[src/rtl/fpadd_swap_diff.sv]
// Floating-point adder front end: orders the operands by magnitude, computes the
// exponent difference and prepares both significands for alignment and addition.
module fpadd_swap_diff #(
  parameter int wE = 4,
  parameter int wF = 5
) (
  input  logic                 clk,
  input  logic                 rst,
  input  logic [wE+wF+2:0]     X,
  input  logic [wE+wF+2:0]     Y,
  input  logic                 in_valid,
  output logic                 in_ready,
  output logic                 out_valid,
  input  logic                 out_ready,
  output logic [wF+1:0]        fA,
  output logic [wE-1:0]        n,
  output logic [wF+1:0]        fB,
  output logic [wE-1:0]        eR,
  output logic                 sR,
  output logic [1:0]           excR,
  output logic                 eff_sub
);

  localparam int W = wE + wF + 3;
  localparam int S = wF + 2;

  logic en;

  // operand fields, index 0 = X, index 1 = Y
  logic [W-1:0]  op_in  [2];
  logic [1:0]    exc_in [2];
  logic          s_in   [2];
  logic [wE-1:0] e_in   [2];
  logic [wF-1:0] f_in   [2];
  logic [S-1:0]  sig_in [2];

  logic          v1_reg;
  logic          swap_reg;
  logic [wE-1:0] diff_reg;
  logic          sub1_reg;
  logic [1:0]    exc1_reg [2];
  logic          s1_reg   [2];
  logic [wE-1:0] e1_reg   [2];
  logic [S-1:0]  sig1_reg [2];

  logic [1:0]    is_nan;
  logic [1:0]    is_inf;
  logic [1:0]    is_norm;

  logic          swap_next;
  logic [wE-1:0] diff_xy;
  logic [wE-1:0] diff_yx;
  logic [wE-1:0] diff_next;
  logic          sub_next;

  logic          lg;
  logic [S-1:0]  sig_s;
  logic [S-1:0]  fa_next;
  logic [1:0]    excr_next;
  logic          sr_next;

  logic          out_valid_reg;
  logic [S-1:0]  fa_reg;
  logic [wE-1:0] n_reg;
  logic [S-1:0]  fb_reg;
  logic [wE-1:0] er_reg;
  logic          sr_reg;
  logic [1:0]    excr_reg;
  logic          eff_sub_reg;

  assign en       = !out_valid_reg | out_ready;
  assign in_ready = en;

  assign op_in[0] = X;
  assign op_in[1] = Y;

  genvar gi;
  generate
    for (gi = 0; gi < 2; gi++) begin : g_operand
      assign exc_in[gi] = op_in[gi][W-1:W-2];
      assign s_in[gi]   = op_in[gi][W-3];
      assign e_in[gi]   = op_in[gi][wE+wF-1:wF];
      assign f_in[gi]   = op_in[gi][wF-1:0];
      // only normal numbers carry the implicit leading one
      assign sig_in[gi] = {1'b0, (op_in[gi][W-1:W-2] == 2'b01), op_in[gi][wF-1:0]};

      always_ff @(posedge clk or posedge rst) begin
        if (rst) begin
          exc1_reg[gi] <= '0;
          s1_reg[gi]   <= 1'b0;
          e1_reg[gi]   <= '0;
          sig1_reg[gi] <= '0;
        end else if (en) begin
          exc1_reg[gi] <= exc_in[gi];
          s1_reg[gi]   <= s_in[gi];
          e1_reg[gi]   <= e_in[gi];
          sig1_reg[gi] <= sig_in[gi];
        end
      end

      assign is_nan[gi]  = (exc1_reg[gi] == 2'b11);
      assign is_inf[gi]  = (exc1_reg[gi] == 2'b10);
      assign is_norm[gi] = (exc1_reg[gi] == 2'b01);
    end
  endgenerate

  // ties keep X as the larger operand
  assign swap_next = {e_in[1], f_in[1]} > {e_in[0], f_in[0]};
  assign diff_xy   = e_in[0] - e_in[1];
  assign diff_yx   = e_in[1] - e_in[0];
  assign diff_next = swap_next ? diff_yx : diff_xy;
  assign sub_next  = s_in[0] ^ s_in[1];

  always_ff @(posedge clk or posedge rst) begin
    if (rst) begin
      v1_reg   <= 1'b0;
      swap_reg <= 1'b0;
      diff_reg <= '0;
      sub1_reg <= 1'b0;
    end else if (en) begin
      v1_reg   <= in_valid;
      swap_reg <= swap_next;
      diff_reg <= diff_next;
      sub1_reg <= sub_next;
    end
  end

  assign lg      = swap_reg;
  assign sig_s   = sig1_reg[~lg];
  assign fa_next = sub1_reg ? -sig_s : sig_s;

  always_comb begin
    excr_next = 2'b00;
    sr_next   = s1_reg[lg];
    if ((|is_nan) || (is_inf[0] && is_inf[1] && sub1_reg)) begin
      excr_next = 2'b11;
    end else if (|is_inf) begin
      // the infinity dictates the sign even when it is the "smaller" encoding
      excr_next = 2'b10;
      sr_next   = is_inf[0] ? s1_reg[0] : s1_reg[1];
    end else if (|is_norm) begin
      excr_next = 2'b01;
    end else begin
      sr_next   = s1_reg[0] & s1_reg[1];
    end
  end

  always_ff @(posedge clk or posedge rst) begin
    if (rst) begin
      out_valid_reg <= 1'b0;
      fa_reg        <= '0;
      n_reg         <= '0;
      fb_reg        <= '0;
      er_reg        <= '0;
      sr_reg        <= 1'b0;
      excr_reg      <= 2'b00;
      eff_sub_reg   <= 1'b0;
    end else if (en) begin
      out_valid_reg <= v1_reg;
      fa_reg        <= fa_next;
      n_reg         <= diff_reg;
      fb_reg        <= sig1_reg[lg];
      er_reg        <= e1_reg[lg];
      sr_reg        <= sr_next;
      excr_reg      <= excr_next;
      eff_sub_reg   <= sub1_reg;
    end
  end

  assign out_valid = out_valid_reg;
  assign fA        = fa_reg;
  assign n         = n_reg;
  assign fB        = fb_reg;
  assign eR        = er_reg;
  assign sR        = sr_reg;
  assign excR      = excr_reg;
  assign eff_sub   = eff_sub_reg;

endmodule

[config.mk]
export PLATFORM = sky130hd
export DESIGN_NAME = fpadd_swap_diff
export DESIGN_NICKNAME = d
export VERILOG_FILES = /design/src/rtl/fpadd_swap_diff.sv
export SDC_FILE = /design/constraint.sdc
export NUM_CORES = 1
export LEC_CHECK = 0
export CELL_PAD_IN_SITES_DETAIL_PLACEMENT = 0
export CELL_PAD_IN_SITES_GLOBAL_PLACEMENT = 2
export CORE_AREA = 2 2 101 103
export CTS_CLUSTER_SIZE = 30
export DETAILED_ROUTE_END_ITERATION = 10
export DIE_AREA = 0 0 103 105
export PLACE_DENSITY_LB_ADDON = 0.1
export SLEW_MARGIN = 20
export SYNTH_ARGS = -nofsm -noshare
export SYNTH_HDL_FRONTEND = slang
export SYNTH_SLANG_ARGS = --single-unit
[constraint.sdc]
create_clock -name clk -period 2 [get_ports clk]
set_input_delay 0.3 -clock clk [delete_from_list [all_inputs] [get_ports clk]]
set_output_delay 0.3 -clock clk [all_outputs]
set_load 0.02 [all_outputs]
[Yosys cells after proc, flatten, opt, wreduce, memory -nomap -nowiden]
Cells that the tools add are included.
Operators by class
  add/sub/neg operators: 3
  multipliers: 0
  divide/modulo/power cells: 0
  magnitude comparators: 3
  equality and inequality tests: 8
  shift operators: 0
  muxes and demuxes: 21
  bitwise gates (word level): 6
  reduce and logical (&&, ||, !) cells: 7
Operators with widths (number)
  7-bit 2-to-1 mux: 5
  4-bit 2-to-1 mux: 4
  6-bit 2-to-1 mux: 2
  9-bit greater-than comparator: 1
  2-bit by 1-bit == test with 1-bit output (second input constant): 4
  2-bit == test (second input constant): 4
  1-bit 2-to-1 mux: 8
  4-bit subtractor: 2
  7-bit negation: 1
  2-bit OR reduction: 3
  2-bit greater-or-equal comparator (second input constant): 2
  2-bit 2-to-1 mux: 2
  1-bit NOT with 2-bit output: 2
  1-bit logical AND: 2
  1-bit bitwise AND: 1
  1-bit zero test: 1
  1-bit logical OR: 1
  1-bit NOT: 1
  1-bit bitwise OR: 1
  1-bit bitwise XOR: 1
Storage, ports and cells
  register bits after elaboration: 60
  latch bits: 0
  bits in writable memories: 0
  bits in read-only memories: 0
  input bits: 28
  output and inout port bits: 28
  logic and storage cells: 68
  memories: 0

[Depth between registers and ports, before layout]
Gate-level depths: netlist (run 1).
  word-level depth: 7
  depth in mapped cells: 7
  depth with buffers taken out: 7

[Worst setup path after synthesis (run 1)]
OpenSTA, ideal clock, no wires.
  path kind: in2reg
  start: input port X[6]
  end: register diff_reg[1]
  data arrival time: 1.703 ns
  required time: 1.908 ns
  setup slack: 0.205 ns
  stages on the path: 7
  path through: inv_1 ha_1 a211oi_2 nor2_1 a2111oi_4 nor3b_2 o31ai_2
Between the ends
  cells in the longest elaborated chain, start to end: 2
Ends and longest elaborated chain
  from (decl): RTL line 9  | input logic [wE+wF+2:0] X,
  9-bit greater-than comparator, or another cell as far along: RTL line 108  | assign swap_next = {e_in[1], f_in[1]} > {e_in[0], f_in[0]};
  4-bit 2-to-1 mux (*): RTL line 111  | assign diff_next = swap_next ? diff_yx : diff_xy;
  to (signal assigned): RTL line 123  | diff_reg <= diff_next;
  to (decl): RTL line 39  | logic [wE-1:0] diff_reg;
Mark *: on every way between the ends. The rest lies on a longest branch, timed or not.
A chain may end at the register's enable or synchronous reset.

[Final worst setup path (run 1)]
  start: input port Y[6]
  end: register diff_reg[3]
Between the ends
  cells in the longest elaborated chain, start to end: 2
Ends and longest elaborated chain
  from (decl): RTL line 10  | input logic [wE+wF+2:0] Y,
  9-bit greater-than comparator, or another cell as far along: RTL line 108
  4-bit 2-to-1 mux (*): RTL line 111
Marks and branches as above.

==> impl_metrics.toml, run 1 <==
[synthesis]
synthSimpleGateAreaFrac_pct = 19.20
synthAdderAreaFrac_pct = 7.116
syn_inst = 325
synth_edf_count = 0
muxShareOfSynthArea_pct = 5.337
synth.yosys.warnings = 0
synth_area_leaders = "dfrtp_1 49%, nand2_1 11%, ha_1 5.8%"
yosysUniqueCellTypes = 47
synthArstFlopShare_pct = 100.0
synth_top_family_by_area = "simple AND/OR/NAND/NOR gates"
synth_nets = 369
syn_avg_cell_area_sq_um = 9.305
synthTopCellsByCount = "88 x nand2_1, 59 x dfrtp_1, 30 x o21ai_0, 16 x inv_1, 16 x nor2_1"
ys_ff_latch = 59
yosysMostFrequentCell = "nand2_1"
netlist_area_sq_mm = 0.003024
yosys.area.top_type = "dfrtp_1"
synth_top_area_share_pct = 48.82
yosysSeqAreaShare_pct = 48.82
synth-compound-area-share_pct = 13.41
synth_top_flop_cell = "dfrtp_1"
yosys.area_share.xor_xnor_pct = 1.448

[global_routing]
grt_pass1_wl_mm = 11.80
grt_antenna_before_repair = 0
grt_max_degree = 63
grt_pass1_vias = 2354
grt_overflow_total = 0
track_usage_pct = 14.30

[floorplan]
start_util_pct = 31.37
row_count = 36
pin_count = 56
die-area_sq_mm = 0.01082
die_w_um = 103
coreArea_sq_mm = 0.009639
die_y_um = 105

[layout]
design_area_sq_mm = 0.004203
diodes = 0
layout-drive-gt1-share_pct = 16.79
largest_reg_flops = 12
syn2layout_area_growth_pct = 38.97
nNetsFinal = 444

[critical_path]
cp_data_arrival_time_ns = 2.17
startpoint = "Y[6]"
slowest_stage = "clkdlybuf4s50_1"
r2r_start = "lg$_DFFE_PP0P_"
cp_slowest_stage_delay_ns = 0.53
reg2reg_to = "fA[4]$_DFFE_PP0P_"
crit_chain = "clkdlybuf4s50_1 -> ha_4 -> nor2b_1 -> o21a_1 -> or4_1 -> a211oi_1 -> nor3_2"
worstPathMaxFanout = 5
critPathCaptureType = "flop"
reg2reg_slack_ns = 0.16
crit_type = "input port to flop"
cp-start-kind = "input port"
rr_worst_depth = 6
worst_ep_required_time_ns = 2.22

[sta]
period_share_pct = 97.15
hold_viol = 0
tightest_slew_ns = 0.5751
tns_ns = 0
maxSlewHeadroom_pct = 61.66
hold_slack_ns = 0.2526
period_needed_ns = 1.943
fmax_ghz = 0.5147
setup_viol = 0
finalMaxSlewViolations = 0
finalClockSkew_ns = 0.01146

[drt]
vias = 2409
drt_iter0_markers = 54
drc_errors = 0
antenna_left = 0
drt_first_pass_iters = 4
via_per_inst = 4.478
wl_per_cell_um = 13.53
wl_mm = 7.278

[power]
peakVddDrop_uv = 395.9
p_leak_uw = 0.001910
p_per_area_mw_per_mm2 = 977.9
p_total_uw = 4110

[placed_design]
gp_routability_congestion = 0.7629
dpl.hpwl_mm = 5.247
placed_area_sq_mm = 0.003865
io_buffer_count = 54

[run]
cap_violations = 0

[clock_network]
clock_latency_ns = 0.34
clock-root-buffer = "clkbuf_8"
cts_buffers = 9
clockBufferDepth = 2
clock_sinks = 59
cts_tree = "yes"
path_clk_slew_ns = 0.08
cts.htree.levels = 3

[min_path]
hp-class = "input port to asynchronous set/reset pin"

[run_status]
status = "finished clean"
[where the power goes]
part           internal, uW  total, uW  switching [uW]
logic                   637       1310             668
registers              1440       1600             161
clock network           699       1210             509
[cells in the final DEF (no fill, tap or decap), drive strengths merged, types with 6 or more instances in the layout]
cell type / count
clkbuf: 9
inv: 18
nand2b: 6
dfrtp: 59
o21ai: 32
buf: 26
mux2i: 15
ha: 14
clkdlybuf4s50: 51
nor2: 16
a21oi: 12
nand2: 88
[how the worst max path moves through the flow]
stage          depth (start not counted)  slack, ns                 endpoint
5_1_grt                                9     -0.001  diff_reg[3]$_DFFE_PP0P_
2_1_floorplan                          7       0.21  diff_reg[1]$_DFFE_PP0P_
3_5_place_dp                           9      -0.38  diff_reg[2]$_DFFE_PP0P_
3_3_place_gp                           9      -0.39  diff_reg[2]$_DFFE_PP0P_
6_report                               7       0.06  diff_reg[3]$_DFFE_PP0P_
4_1_cts                                9      0.008  diff_reg[2]$_DFFE_PP0P_
[cells by family (layout without fill, tap and decap cells)]
family,Yosys count,after routing
fa+ha+maj,16,16
other cells,1,1
xor+xnor,5,5
compound gates,64,64
flops,59,59
mux,16,16
simple gates,131,131
buf+inv,33,113
[critical path: cells and delay by family]
kind | cells | cell delay [ns]
compound gates | 2 | 0.48
fa+ha+maj | 1 | 0.24
buf+inv | 1 | 0.53
simple gates | 3 | 0.60
[through the flow]
stage	worst slack, ns	utilization, %	instances
final	0.05693	43.60	538
after global routing	-0.001164	43.60	538
after CTS	0.008109	42.47	537
after detailed placement	-0.3760	40.10	521
after floorplan	0.2054	-	325
after global placement	-0.3873	40.10	521
[routing by layer]
metal | global-route usage [%] | vias to the layer above | part of all wire, %
met4 | 5.639 | 0 | 1.7
met1 | 20.14 | 1118 | 50
met5 | 0 | - | 0
li1 | - | 1234 | -
met3 | 2.876 | 10 | 3.5
met2 | 21.38 | 47 | 45
[area by class of cell]
type	instances	area (sq um)
clock buffer	9	123.9
clock inverter	7	91.34
fill	1002	5436
inverter	17	63.81
multi-input combinational	233	1521
sequential	59	1476
tap	133	166.4
timing repair buffer	80	759.5
[timing repair]
item                       4_1_cts  5_1_grt
hold buffers                     0        0
gates resized for setup          2       20
setup endpoints to repair        2        3
buffers inserted                 0        1
hold endpoints to repair         0        0
pin swaps                        0        5
Power figures use the tool's default switching activity.
==> run 2: changes to the inputs <==
Settings changed: CAP_MARGIN from default to 20.
==> results of run 2 <==
Same layout as run 1: the final DEF is identical, and so are final timing and power.
